File: src/rtl/udp_rx_parse.sv
// UDP receive parser: strips the 8-byte UDP header from the IP RX stream and forwards the payload.
// state   | meaning
// IDLE    | waiting for ip_rx_start
// HDR     | capturing header bytes 0-7
// DATA    | forwarding payload bytes, one cycle late
// DISCARD | swallowing bytes until the IP last byte
module udp_rx_parse #(
    parameter logic [7:0] UDP_PROTO = 8'd17,
    parameter int         CNT_W     = 16
) (
    input  logic             clk,
    input  logic             reset,
    input  logic             ip_rx_start,
    input  logic             ip_rx_hdr_is_valid,
    input  logic [7:0]       ip_rx_hdr_protocol,
    input  logic [15:0]      ip_rx_hdr_data_length,
    input  logic [31:0]      ip_rx_hdr_src_ip_addr,
    input  logic [7:0]       ip_rx_data_in,
    input  logic             ip_rx_data_in_valid,
    input  logic             ip_rx_data_in_last,
    output logic             udp_rx_start,
    output logic             udp_rxi_hdr_is_valid,
    output logic [31:0]      udp_rxi_hdr_src_ip_addr,
    output logic [15:0]      udp_rxi_hdr_src_port,
    output logic [15:0]      udp_rxi_hdr_dst_port,
    output logic [15:0]      udp_rxi_hdr_data_length,
    output logic [7:0]       udp_rxi_data_in,
    output logic             udp_rxi_data_in_valid,
    output logic             udp_rxi_data_in_last,
    output logic [CNT_W-1:0] udp_rx_drop_count
);

    typedef enum logic [1:0] {
        S_IDLE    = 2'd0,
        S_HDR     = 2'd1,
        S_DATA    = 2'd2,
        S_DISCARD = 2'd3
    } state_t;

    state_t r_state;
    state_t w_state_nxt;

    logic [31:0]      r_src_ip;
    logic [15:0]      r_ip_len;
    logic [2:0]       r_hdr_idx;
    logic [15:0]      r_src_port;
    logic [15:0]      r_dst_port;
    logic [15:0]      r_udp_len;
    logic [15:0]      r_pay_cnt;

    logic             r_start;
    logic             r_hdr_valid;
    logic [31:0]      r_hdr_src_ip;
    logic [15:0]      r_hdr_src_port;
    logic [15:0]      r_hdr_dst_port;
    logic [15:0]      r_hdr_len;
    logic [7:0]       r_data;
    logic             r_data_valid;
    logic             r_data_last;
    logic [CNT_W-1:0] r_drop_cnt;

    logic       w_can_start;
    logic       w_start_ok;
    logic       w_hdr_take;
    logic [2:0] w_hdr_idx;
    logic       w_hdr_end;
    logic       w_len_ok;
    logic       w_pay_zero;
    logic       w_pay_reach;
    logic       w_in_last;
    logic       w_go;
    logic       w_drop;
    logic       w_fwd;
    logic       w_fwd_last;

    // A start in DISCARD abandons the datagram being swallowed.
    assign w_can_start = ip_rx_start && ((r_state == S_IDLE) || (r_state == S_DISCARD));
    assign w_start_ok  = ip_rx_hdr_is_valid && (ip_rx_hdr_protocol == UDP_PROTO)
                         && (ip_rx_hdr_data_length >= 16'd8);
    assign w_hdr_take  = ip_rx_data_in_valid && ((r_state == S_HDR) || (w_can_start && w_start_ok));
    assign w_hdr_idx   = w_can_start ? 3'd0 : r_hdr_idx;
    assign w_hdr_end   = w_hdr_take && (w_hdr_idx == 3'd7);
    assign w_len_ok    = (r_udp_len >= 16'd8) && (r_udp_len <= r_ip_len);
    assign w_pay_zero  = (r_udp_len == 16'd8);
    assign w_pay_reach = ((r_pay_cnt + 16'd1) == r_hdr_len);
    assign w_in_last   = ip_rx_data_in_valid && ip_rx_data_in_last;

    always_ff @(posedge clk) begin
        if (reset) begin
            r_state <= S_IDLE;
        end else begin
            r_state <= w_state_nxt;
        end
    end

    always_comb begin
        w_state_nxt = r_state;
        case (r_state)
            S_IDLE, S_DISCARD: begin
                if (ip_rx_start) begin
                    if (w_in_last)       w_state_nxt = S_IDLE;
                    else if (!w_start_ok) w_state_nxt = S_DISCARD;
                    else                 w_state_nxt = S_HDR;
                end else if ((r_state == S_DISCARD) && w_in_last) begin
                    w_state_nxt = S_IDLE;
                end
            end
            S_HDR: begin
                if (ip_rx_data_in_valid) begin
                    if (ip_rx_data_in_last) w_state_nxt = S_IDLE;
                    else if (w_hdr_end)     w_state_nxt = (w_len_ok && !w_pay_zero) ? S_DATA : S_DISCARD;
                end
            end
            S_DATA: begin
                if (ip_rx_data_in_valid) begin
                    if (w_pay_reach)             w_state_nxt = ip_rx_data_in_last ? S_IDLE : S_DISCARD;
                    else if (ip_rx_data_in_last) w_state_nxt = S_IDLE;
                end
            end
            default: w_state_nxt = S_IDLE;
        endcase
    end

    always_comb begin
        w_go       = 1'b0;
        w_drop     = 1'b0;
        w_fwd      = 1'b0;
        w_fwd_last = 1'b0;
        case (r_state)
            S_IDLE, S_DISCARD: begin
                if (ip_rx_start && (!w_start_ok || w_in_last)) w_drop = 1'b1;
            end
            S_HDR: begin
                if (ip_rx_data_in_valid) begin
                    if (w_hdr_end) begin
                        if (w_len_ok) begin
                            w_go = 1'b1;
                            // IP stream ended right after the header although payload was promised
                            if (!w_pay_zero && ip_rx_data_in_last) w_drop = 1'b1;
                        end else begin
                            w_drop = 1'b1;
                        end
                    end else if (ip_rx_data_in_last) begin
                        w_drop = 1'b1;
                    end
                end
            end
            S_DATA: begin
                if (ip_rx_data_in_valid) begin
                    w_fwd = 1'b1;
                    if (w_pay_reach) begin
                        w_fwd_last = 1'b1;
                    end else if (ip_rx_data_in_last) begin
                        w_fwd_last = 1'b1;
                        w_drop     = 1'b1;
                    end
                end
            end
            default: ;
        endcase
    end

    always_ff @(posedge clk) begin
        if (reset) begin
            r_src_ip       <= '0;
            r_ip_len       <= '0;
            r_hdr_idx      <= '0;
            r_src_port     <= '0;
            r_dst_port     <= '0;
            r_udp_len      <= '0;
            r_pay_cnt      <= '0;
            r_start        <= 1'b0;
            r_hdr_valid    <= 1'b0;
            r_hdr_src_ip   <= '0;
            r_hdr_src_port <= '0;
            r_hdr_dst_port <= '0;
            r_hdr_len      <= '0;
            r_data         <= '0;
            r_data_valid   <= 1'b0;
            r_data_last    <= 1'b0;
            r_drop_cnt     <= '0;
        end else begin
            r_start      <= w_go;
            r_data_valid <= w_fwd;
            r_data_last  <= w_fwd_last;
            if (w_fwd) r_data <= ip_rx_data_in;

            if (w_can_start) begin
                r_src_ip <= ip_rx_hdr_src_ip_addr;
                r_ip_len <= ip_rx_hdr_data_length;
            end

            if (w_hdr_take) begin
                r_hdr_idx <= w_hdr_idx + 3'd1;
                case (w_hdr_idx)
                    3'd0: r_src_port[15:8] <= ip_rx_data_in;
                    3'd1: r_src_port[7:0]  <= ip_rx_data_in;
                    3'd2: r_dst_port[15:8] <= ip_rx_data_in;
                    3'd3: r_dst_port[7:0]  <= ip_rx_data_in;
                    3'd4: r_udp_len[15:8]  <= ip_rx_data_in;
                    3'd5: r_udp_len[7:0]   <= ip_rx_data_in;
                    default: ;
                endcase
            end else if (w_can_start) begin
                r_hdr_idx <= 3'd0;
            end

            if (w_go) begin
                r_hdr_valid    <= 1'b1;
                r_hdr_src_ip   <= r_src_ip;
                r_hdr_src_port <= r_src_port;
                r_hdr_dst_port <= r_dst_port;
                r_hdr_len      <= r_udp_len - 16'd8;
                r_pay_cnt      <= '0;
            end else if (w_fwd) begin
                r_pay_cnt <= r_pay_cnt + 16'd1;
            end

            if (w_drop && (r_drop_cnt != '1)) r_drop_cnt <= r_drop_cnt + CNT_W'(1);
        end
    end

    assign udp_rx_start            = r_start;
    assign udp_rxi_hdr_is_valid    = r_hdr_valid;
    assign udp_rxi_hdr_src_ip_addr = r_hdr_src_ip;
    assign udp_rxi_hdr_src_port    = r_hdr_src_port;
    assign udp_rxi_hdr_dst_port    = r_hdr_dst_port;
    assign udp_rxi_hdr_data_length = r_hdr_len;
    assign udp_rxi_data_in         = r_data;
    assign udp_rxi_data_in_valid   = r_data_valid;
    assign udp_rxi_data_in_last    = r_data_last;
    assign udp_rx_drop_count       = r_drop_cnt;

endmodule

File: config.mk
export PLATFORM = sky130hd
export DESIGN_NAME = udp_rx_parse
export DESIGN_NICKNAME = d
export VERILOG_FILES = /design/src/rtl/udp_rx_parse.sv
export SDC_FILE = /design/constraint.sdc
export NUM_CORES = 1
export LEC_CHECK = 0
export CAP_MARGIN = 5
export CORE_MARGIN = 2
export CORE_UTILIZATION = 59
export CTS_BUF_LIST = sky130_fd_sc_hd__clkbuf_8
export CTS_CLUSTER_SIZE = 10
export DETAILED_ROUTE_END_ITERATION = 6
export PLACE_DENSITY = 0.88
export SLEW_MARGIN = 20
export SYNTH_ARGS = -nofsm -noshare
export SYNTH_HDL_FRONTEND = slang
export SYNTH_SLANG_ARGS = --single-unit
File: constraint.sdc
create_clock -name clk -period 5.6 [get_ports clk]
set_clock_uncertainty 0.2 [all_clocks]
set_input_delay 1.12 -clock clk [delete_from_list [all_inputs] [get_ports clk]]
set_output_delay 1.12 -clock clk [all_outputs]
set_load 0.05 [all_outputs]
==> insert_results.sql <==
INSERT INTO impl_metrics (metric_group, metric, value, unit) VALUES
('synthesis', 'synth_largest_type_area_fraction', '45.53', '%'),
('floorplan', 'core_area', '0.01647', 'mm²'),
('worst_setup_path', 'cp-end-kind', 'flip-flop', ''),
('synthesis', 'synth-edff-count', '0', ''),
('floorplan', 'floorplan.rows', '47', ''),
('clock_tree', 'htree_levels', '2', ''),
('clock_tree', 'post-cts-setup-buffers', '0', ''),
('routing', 'routed-wl-met3', '1815', 'µm'),
('clock_tree', 'postCtsHoldBufs', '0', ''),
('worst_setup_path', 'worstPathCellList', 'clkdlybuf4s50_1 -> nand2_2 -> nand2_1 -> inv_1 -> ha_1 -> ha_1 -> nand3_1 -> nor4_1 -> nor3_1 -> a2111oi_4 -> buf_4 -> or4_1 -> a21oi_1', ''),
('floorplan', 'start_util', '60.08', '%'),
('power_and_ir_drop', 'vdd_drop_max', '0.0002519', 'V'),
('worst_setup_path', 'worstSetupStartpointType', 'primary input', ''),
('flow_run', 'max-cap-violations', '0', ''),
('synthesis', 'synth.ff_latch_count', '225', ''),
('power_and_ir_drop', 'power_density', '314.0', 'mW/mm²'),
('sta', 'finalWorstPathRequiredPeriod', '4.224', 'ns'),
('worst_setup_path', 'worst-path-max-fanout', '21', ''),
('final_layout', 'antenna_cells', '0', ''),
('worst_setup_path', 'cpMaxStageDelayCell', 'sky130_fd_sc_hd__a2111oi_4', ''),
('sta', 'slew_headroom', '51.60', '%'),
('sta', 'timing_worst_slew_pin_value', '0.7260', 'ns'),
('place', 'numPortBuffers', '177', ''),
('clock_tree', 'clk_path_buf_depth', '3', ''),
('floorplan', 'design.die.area', '0.01782', 'mm²'),
('synthesis', 'synth_top_cell_by_area', 'sky130_fd_sc_hd__dfxtp_1', ''),
('place', 'place_hpwl', '17010', 'µm'),
('synthesis', 'ys_warn_count', '0', ''),
('routing', 'met1_length', '10190', 'µm'),
('clock_tree', 'clk_latency', '0.55', 'ns'),
('sta', 'setup_ws', '1.376', 'ns'),
('final_layout', 'drive_gt1_share', '6.044', '%'),
('clock_tree', 'post_cts.resized_instances', '0', ''),
('worst_setup_path', 'criticalPathCategory', 'in -> reg', ''),
('synthesis', 'synth_async_sr_flop_share', '0', '%'),
('clock_tree', 'cts.root.buffer_cell', 'sky130_fd_sc_hd__clkbuf_8', ''),
('clock_tree', 'cts_made_buffers', '37', ''),
('routing', 'detail_route.first_pass.iterations', '6', ''),
('routing', 'drt-total-wl', '24720', 'µm'),
('final_layout', 'nets', '1380', ''),
('worst_setup_path', 'required_time_worst_endpoint', '5.78', 'ns'),
('routing', 'ant_nets', '0', ''),
('routing', 'drt_iter0_markers', '512', ''),
('routing', 'drc', '0', ''),
('grt', 'grt_pass1_wl', '40150', 'µm'),
('worst_setup_path', 'timing.critical_path.mode_cell', 'sky130_fd_sc_hd__ha_1', ''),
('synthesis', 'yosys.cell_count.top_type', 'sky130_fd_sc_hd__dfxtp_1', ''),
('synthesis', 'synth_ff_type', 'sky130_fd_sc_hd__dfxtp_1', ''),
('sta', 'setup_tns', '0', 'ns'),
('min_path', 'timing.hold.worst.class', 'reg -> reg', ''),
('worst_setup_path', 'cp_slowest_stage_delay', '0.69', 'ns'),
('place', 'pre_cts_ws', '0.8766', 'ns'),
('sta', 'final-hold-violation-count', '0', ''),
('final_layout', 'areaGrowthSynthToFinish', '26.43', '%'),
('routing', 'detail_routed_net_length_per_standard_cell', '16.19', 'µm'),
('synthesis', 'yosys-top-cells-count', 'sky130_fd_sc_hd__dfxtp_1, sky130_fd_sc_hd__nor2_1, sky130_fd_sc_hd__nand2_1', ''),
('routing', 'route.top_layer_used', 'met4', ''),
('routing', 'vias', '8515', ''),
('sta', 'slew_violations', '0', ''),
('status', 'status', 'completed', ''),
('final_layout', 'nFillCells', '1171', ''),
('synthesis', 'post_synth_main_area_contributors', 'sky130_fd_sc_hd__dfxtp_1, sky130_fd_sc_hd__mux2i_1, sky130_fd_sc_hd__nor2_1', ''),
('power_and_ir_drop', 'power.static_leakage', '4.549', 'nW'),
('routing', 'met2RoutedLength', '11940', 'µm'),
('routing', 'post_drt_via_cell_ratio', '5.576', ''),
('grt', 'grt_pass1_vias', '8302', ''),
('synthesis', 'syn-instance-count', '1126', ''),
('grt', 'grtUsageTotal', '27.47', '%'),
('synthesis', 'synthesis.area', '0.009893', 'mm²'),
('sta', 'timing.final.crit_share', '75.43', '%'),
('place', 'globalplace.congestion', '0.8756', '');
cell type report:
| class | instances | area [µm²] | area share, % |
|---|---|---|---|
| Inverter | 29 | 108.9 | 0.8703 |
| Sequential cell | 225 | 4504 | 36.01 |
| Tap cell | 220 | 275.3 | 2.201 |
| Clock buffer | 47 | 646.9 | 5.172 |
| Timing Repair Buffer | 186 | 1857 | 14.84 |
| Clock inverter | 17 | 116.4 | 0.9303 |
| Multi-Input combinational cell | 803 | 5000 | 39.97 |
final timing paths:
check / startpoint / to / slack, ns / cells after the start
setup / recovery: ip_rx_start / udp_rx_drop_count[7]$_SDFFE_PP0P_ / 1.38 / 13
hold / removal: r_src_ip[6]$_SDFFE_PP0P_ / r_src_ip[6]$_SDFFE_PP0P_ / 0.25 / 2
setup reg to reg: r_state[0]$_SDFFE_PP0P_ / udp_rx_drop_count[7]$_SDFFE_PP0P_ / 1.52 / 14
hold reg to reg: r_src_ip[6]$_SDFFE_PP0P_ / r_src_ip[6]$_SDFFE_PP0P_ / 0.25 / 2
worst max-delay path: cells and delay by family:
family	cells	cell delay, ns
simple gates	6	1.23
buf+inv	3	0.91
fa+ha+maj	2	0.39
compound gates	2	0.75
sequential cells by signal, summed over array words and instances (netlist names), 16 cells and up:
register / count
r_src_port: 16
udp_rxi_hdr_dst_port: 16
udp_rxi_hdr_src_port: 16
udp_rx_drop_count: 16
r_ip_len: 16
udp_rxi_hdr_src_ip_addr: 32
r_src_ip: 32
r_pay_cnt: 16
r_dst_port: 16
udp_rxi_hdr_data_length: 16
r_udp_len: 16
layout by cell type (no fill, tap or decap), types with 3 or more instances in the layout:
| cell | instances |
|---|---|
| sky130_fd_sc_hd__a211oi_1 | 11 |
| sky130_fd_sc_hd__a21o_1 | 3 |
| sky130_fd_sc_hd__a21oi_1 | 89 |
| sky130_fd_sc_hd__a311oi_1 | 4 |
| sky130_fd_sc_hd__a31oi_1 | 3 |
| sky130_fd_sc_hd__and2_1 | 8 |
| sky130_fd_sc_hd__and3_1 | 10 |
| sky130_fd_sc_hd__and4_1 | 5 |
| sky130_fd_sc_hd__buf_4 | 7 |
| sky130_fd_sc_hd__clkbuf_8 | 47 |
| sky130_fd_sc_hd__clkdlybuf4s50_1 | 176 |
| sky130_fd_sc_hd__dfxtp_1 | 225 |
| sky130_fd_sc_hd__ha_1 | 28 |
| sky130_fd_sc_hd__inv_1 | 41 |
| sky130_fd_sc_hd__mux2_1 | 3 |
| sky130_fd_sc_hd__mux2i_1 | 112 |
| sky130_fd_sc_hd__nand2_1 | 155 |
| sky130_fd_sc_hd__nand2b_1 | 10 |
| sky130_fd_sc_hd__nand3_1 | 30 |
| sky130_fd_sc_hd__nand4_1 | 16 |
| sky130_fd_sc_hd__nor2_1 | 168 |
| sky130_fd_sc_hd__nor2b_1 | 7 |
| sky130_fd_sc_hd__nor3_1 | 15 |
| sky130_fd_sc_hd__nor3b_1 | 3 |
| sky130_fd_sc_hd__nor4_1 | 16 |
| sky130_fd_sc_hd__nor4b_1 | 3 |
| sky130_fd_sc_hd__o21ai_0 | 8 |
| sky130_fd_sc_hd__o31ai_1 | 14 |
| sky130_fd_sc_hd__or4_1 | 10 |
| sky130_fd_sc_hd__xnor2_1 | 21 |
| sky130_fd_sc_hd__xor2_1 | 17 |
power breakdown:
group	total, mW	switching [mW]	internal, mW
sequential	1.75	0.0569	1.69
combinational	0.728	0.467	0.262
clock	1.45	0.641	0.807
total	3.93	1.16	2.76
cell families (layout without fill, tap and decap cells):
| kind of cell | Yosys count | after routing | share of synthesized area, % |
|---|---|---|---|
| flip-flops | 225 | 225 | 45.53 |
| adder cells (fa/ha/maj) | 28 | 28 | 3.541 |
| AO/OA/AOI/OAI | 146 | 146 | 9.232 |
| buffers and inverters | 98 | 279 | 4.022 |
| XOR/XNOR | 38 | 38 | 3.364 |
| multiplexers | 118 | 118 | 12.09 |
| AND/OR/NAND/NOR | 473 | 473 | 22.22 |
stage by stage:
step	instances	util [%]	power, mW	instance area, µm²	hold slack (ns)
after floorplan	1126	-	2.287	9893	0.2360
after global placement	1462	71.26	2.481	11730	0.2428
after detailed placement	1462	71.26	2.501	11730	0.2463
after CTS	1526	75.90	3.952	12500	0.2546
after global routing	1527	75.97	4.115	12510	0.2711
final	1527	75.97	3.927	12510	0.2541
per-layer routing:
| metal | global-route usage, % | up-vias |
|---|---|---|
| met4 | 11.29 | 0 |
| met2 | 46.19 | 272 |
| met1 | 33.62 | 4000 |
| li1 | - | 4177 |
| met5 | 0 | - |
| met3 | 7.116 | 66 |
No activity file was read; power rests on OpenSTA's default activity.
